--- src/rtl/shift_sequencer.sv ---
// shift_sequencer: multi-cycle barrel shifter that walks the five binary
// shift stages (16, 8, 4, 2, 1) one per clock.
//
// Parameter
//   SKIP_ZERO  1: visit only stages whose shamt bit is set (latency = popcount)
//              0: visit all five stages (fixed latency of 5)
//
// Configuration macro
//   SHIFT_SEQUENCER_SRA_EN  defined: shift_op 2'b10 is a sign-filling
//                           arithmetic right shift; undefined: 2'b10 behaves
//                           as a logical right shift with no sign-fill logic.
//
// Ports
//   clock      sole clock, rising edge
//   reset_n    asynchronous active-low reset
//   in_valid   request present
//   in_ready   high only in IDLE; accept on in_valid & in_ready
//   data_in    32-bit operand
//   shamt      shift amount 0..31
//   shift_op   00 SLL, 01 SRL, 10 SRA, 11 treated as SLL
//   out_valid  result held in DONE
//   out_ready  consumer accepts the result; returns the FSM to IDLE
//   data_out   result in DONE, zero otherwise
//   busy       high whenever the FSM is not IDLE
module shift_sequencer #(
  parameter int unsigned SKIP_ZERO = 1
) (
  input  logic        clock,
  input  logic        reset_n,
  input  logic        in_valid,
  output logic        in_ready,
  input  logic [31:0] data_in,
  input  logic [4:0]  shamt,
  input  logic [1:0]  shift_op,
  output logic        out_valid,
  input  logic        out_ready,
  output logic [31:0] data_out,
  output logic        busy
);

  localparam int unsigned DW = 32;
  localparam int unsigned SW = 5;
  localparam int unsigned PW = 3;

  typedef enum logic [1:0] {
    ST_IDLE  = 2'd0,
    ST_SHIFT = 2'd1,
    ST_DONE  = 2'd2
  } state_e;

  state_e          state_q, state_d;
  logic [DW-1:0]   acc_q, acc_d;
  logic [SW-1:0]   shamt_q, shamt_d;
  logic [1:0]      op_q, op_d;
  logic [PW-1:0]   stage_q, stage_d;

  logic [SW-1:0]   step_amt;
  logic [SW-1:0]   remaining;
  logic [DW-1:0]   shifted;

  // Index of the most significant set bit (0 when v is zero).
  function automatic logic [PW-1:0] top_bit(input logic [SW-1:0] v);
    top_bit = '0;
    for (int i = 0; i < int'(SW); i++) begin
      if (v[i]) top_bit = PW'(i);
    end
  endfunction

  // Stage weight as a one-hot mask, and the shamt bits still to be visited.
  always_comb begin : stage_decode
    step_amt  = SW'(5'd1 << stage_q);
    remaining = shamt_q & SW'(step_amt - 5'd1);
  end

  // One stage of the shifter in the latched direction.
  always_comb begin : shift_stage
    shifted = acc_q << step_amt;
    if (op_q == 2'b01) shifted = acc_q >> step_amt;
    if (op_q == 2'b10) begin
`ifdef SHIFT_SEQUENCER_SRA_EN
      // Repeated arithmetic shifts keep bit 31 equal to the original sign.
      shifted = $unsigned($signed(acc_q) >>> step_amt);
`else
      shifted = acc_q >> step_amt;
`endif
    end
  end

  // State and datapath registers.
  always_ff @(posedge clock or negedge reset_n) begin
    if (!reset_n) begin
      state_q <= ST_IDLE;
      acc_q   <= '0;
      shamt_q <= '0;
      op_q    <= '0;
      stage_q <= '0;
    end else begin
      state_q <= state_d;
      acc_q   <= acc_d;
      shamt_q <= shamt_d;
      op_q    <= op_d;
      stage_q <= stage_d;
    end
  end

  // Next-state and datapath update.
  always_comb begin : next_state
    state_d = state_q;
    acc_d   = acc_q;
    shamt_d = shamt_q;
    op_d    = op_q;
    stage_d = stage_q;
    unique case (state_q)
      ST_IDLE: begin
        if (in_valid) begin
          acc_d   = data_in;
          shamt_d = shamt;
          op_d    = shift_op;
          if (SKIP_ZERO != 0) begin
            if (shamt == '0) begin
              stage_d = '0;
              state_d = ST_DONE;
            end else begin
              stage_d = top_bit(shamt);
              state_d = ST_SHIFT;
            end
          end else begin
            stage_d = PW'(SW - 1);
            state_d = ST_SHIFT;
          end
        end
      end
      ST_SHIFT: begin
        if ((shamt_q & step_amt) != '0) acc_d = shifted;
        if (SKIP_ZERO != 0) begin
          if (remaining == '0) begin
            stage_d = '0;
            state_d = ST_DONE;
          end else begin
            stage_d = top_bit(remaining);
          end
        end else begin
          if (stage_q == '0) begin
            state_d = ST_DONE;
          end else begin
            stage_d = stage_q - PW'(1);
          end
        end
      end
      ST_DONE: begin
        if (out_ready) state_d = ST_IDLE;
      end
      default: state_d = ST_IDLE;
    endcase
  end

  // Outputs decoded from registered state; reset forces them at once.
  always_comb begin : outputs
    in_ready  = (state_q == ST_IDLE);
    busy      = (state_q != ST_IDLE);
    out_valid = (state_q == ST_DONE);
    data_out  = (state_q == ST_DONE) ? acc_q : '0;
  end

endmodule

--- config.mk ---
export PLATFORM = sky130hd
export DESIGN_NAME = shift_sequencer
export DESIGN_NICKNAME = d
export VERILOG_FILES = /design/src/rtl/shift_sequencer.sv
export SDC_FILE = /design/constraint.sdc
export NUM_CORES = 1
export LEC_CHECK = 0
export CAP_MARGIN = 20
export CELL_PAD_IN_SITES_DETAIL_PLACEMENT = 0
export CELL_PAD_IN_SITES_GLOBAL_PLACEMENT = 1
export CORE_MARGIN = 10
export CORE_UTILIZATION = 37
export DETAILED_ROUTE_END_ITERATION = 10
export PLACE_DENSITY_LB_ADDON = 0.12
export SLEW_MARGIN = 20
export SYNTH_ARGS = -nofsm -noshare
export SYNTH_HDL_FRONTEND = slang
export SYNTH_SLANG_ARGS = --single-unit
--- constraint.sdc ---
create_clock -name clock -period 1.94 [get_ports clock]
set_input_delay 0.485 -clock clock [delete_from_list [all_inputs] [get_ports clock]]
set_output_delay 0.485 -clock clock [all_outputs]
set_load 0.05 [all_outputs]
==> results.ini <==
[outcome]
outcome=finished, violations left
violations=negative setup slack

[yosys]
synth-edff-count=0
ys_ff_latch=44
netlist.area_leader.share=0.205
synth_nets=771
synth_seq_area_share=0.205
synth.largest_area_cell=dfrtp_1
synth-async-reset-ratio=1.00
yosys_warnings=0
synthCells=728
synth_area_per_cell_um2=7.39
yosys-top-cells-area=dfrtp_1 20%, nand2_1 6.6%, mux2i_1 4.5%
synth.distinct_cells=73
synth_ff_type=dfrtp_1
synthesis.area_um2=5380

[layout]
fill_cells=1263
fin_util=0.614
diodes=0
nets=953
multi_input_area_um2=4270
layout-drive-gt1-share=0.412
syn_to_final_growth_pct=64.1
fin_cells=1095
seq_area_um2=1110

[detailed_routing]
wl_per_cell_um=26.6
drc=0
ant_nets=0
wl_um=29200
via_per_inst=6.50
detailedRoute.firstIterationViolations=805
drt_pass1_iterations=6
vias=7115

[timing]
rsz0062_at_grt=yes
finalSetupViolCount=47
worst_pin_slew_ps=521
timing.final.ws_setup_ps=-98.7
fin_setup_tns_ps=-1650
final.period_utilization=1.05
skew_ps=13.4
fmax_mhz=491
finalMaxSlewViolations=0
relSlewSlack=0.653
final-hold-violation-count=0
fin_crit_ps=2040

[place]
place_inst=1051
portBuffers=77
gp_congestion=1.01
place_hpwl_um=21000

[floorplanning]
core_area_um2=14400
start_util=0.374
row_count=44
dieArea_um2=19800
io_pins=78
die_w_um=141
die_y_um=141

[setup_path]
arrival_ps=2270
slowest_stage=dfrtp_2
cp-end-kind=register
crit_type=register to register
path_buf_inv=3
reg2reg_depth=8
critPathMaxFanout=6
max_stage_delay_ps=450
required_ps=2170
r2r_start=stage_q[1]
path_cells=buf_4 -> clkbuf_16 -> nor3b_1 -> buf_4 -> a21oi_1 -> o221ai_1 -> o221ai_1 -> a22oi_2
r2r-end=acc_q[8]
ff2ff_setup_slack_ps=-100
path_delay_family=compound AO/OA/AOI/OAI gates
start_kind=register

[pwr]
p_per_area_nw_per_um2=2360
leakage_uw=0.00363
ir_drop_mv=1.44

[global_route]
antenna_found_initial=0
grt_util_all_layers=0.274
grt_max_degree=28
grt_pass1_wl_um=42800
grt_overflow=0
grt_pass1_vias=6884

[clock_network]
cts_sinks=44
clock_latency_ps=310
cts_root_buf=clkbuf_16
cts_buffers=5
clk_path_buf_depth=2
cts.clk_slew.worst_paths_ps=80
cts_max_level=2
holdBufCountCts=0
cts_tree=yes

[worst_hold_path]
hold_class=input port to async pin

[run]
maxCapViolCount=0

-- worst max-delay path by stage --
stage | start | end | cells past startpoint
after floorplan | state_q[1] | data_out[10] | 4
after global placement | op_q[1] | acc_q[17] | 8
after detailed placement | op_q[1] | acc_q[17] | 8
after CTS | stage_q[0] | acc_q[31] | 7
after global routing | stage_q[1] | acc_q[29] | 8
final | stage_q[1] | acc_q[8] | 8
-- through the flow --
stage                     hold slack, ps  power (µW)  worst slack, ps  area (µm²)
after CTS                            107       18600            -47.3        8150
final                               97.1       20800            -98.7        8830
after detailed placement             448       16600             -382        7600
after floorplan                      189        9960            -83.4        5380
after global routing                 129       21600             -211        8830
after global placement               438       16500             -305        7600
-- layer usage --
layer | GRT usage | share of wire | vias up | wire, µm
met5 | 0 | 0 | - | 0
met4 | 0.0853 | 0.038 | 0 | 1100
met3 | 0.0561 | 0.089 | 92 | 2590
met2 | 0.440 | 0.46 | 436 | 13500
met1 | 0.360 | 0.41 | 3504 | 11900
li1 | - | - | 3083 | -
-- synthesized netlist by cell type, types with 3 or more instances --
library cell / number
a211oi_1: 14
o31ai_1: 10
a22o_1: 11
o22ai_1: 8
nor3_1: 10
o221ai_1: 6
a21o_1: 4
dfrtp_1: 44
nor2b_1: 17
a311oi_1: 9
o2111ai_1: 3
o211ai_1: 13
buf_2: 31
o21ai_1: 5
nor2_1: 40
a21oi_1: 46
nand2_1: 95
mux2i_1: 24
buf_6: 4
nand2b_1: 20
a222oi_1: 4
o21a_1: 3
inv_1: 11
a21boi_0: 5
a22oi_1: 12
and2_1: 34
mux2_2: 13
nor3b_1: 4
a2bb2oi_1: 3
a32oi_1: 5
a31oi_1: 18
a221o_1: 4
o21ai_0: 48
nand3_1: 18
buf_4: 10
clkbuf_1: 50
mux4_2: 9
a211o_1: 3
a221oi_1: 12
o32ai_1: 3
-- worst register-to-register path: stages (launching register included) --
cell and delay [ps]:
dfrtp_2 450, buf_4 160, clkbuf_16 150, nor3b_1 360, buf_4 180, a21oi_1 30, o221ai_1 260, o221ai_1 200
a22oi_2 170
-- power breakdown --
part,switching (µW),internal [µW]
Sequential,1180,1390
Combinational,9030,8110
Clock,479,616
-- timing repair --
action / CTS / global route
cloned: 1 / 3
gates resized for setup: 70 / 114
setup endpoints to repair: 64 / 65
pin swaps: 14 / 42
setup buffers: 9 / 26
-- area by class of cell --
class,count,area share
inverters,11,0.00595
repair buffers,273,0.338
clock buffers,5,0.0142
well taps,184,0.0261
clock inverters,3,0.00539
multi-input cells,575,0.484
flip-flops and latches,44,0.126
-- kinds of logic after synthesis --
group / after synthesis / share of synthesized area
AND/OR/NAND/NOR: 262 / 0.245
XOR/XNOR: 2 / 0.00326
AO/OA/AOI/OAI: 265 / 0.342
buffers and inverters: 109 / 0.0960
multiplexers: 46 / 0.110
flip-flops: 44 / 0.205
-- layout by cell type (no fill, tap or decap), types with 11 or more instances in the layout --
cell type / n
buf_4: 150
o21ai_1: 12
a21oi_1: 44
o21ai_0: 38
and2_4: 26
nand2b_1: 17
buf_6: 23
a31oi_1: 15
mux2_2: 12
clkdlybuf4s50_1: 41
nand2_1: 92
a22o_1: 11
dfrtp_1: 37
nor2_1: 25
mux2i_1: 21
buf_12: 51
o211ai_1: 13
nor2b_1: 13
nand3_1: 18
-- sequential cells by signal, indices dropped and copies added, names as in the netlist --
register,cells
shamt_q,5
op_q,2
stage_q,3
acc_q,32
state_q,2
Power figures use the tool's default switching activity.
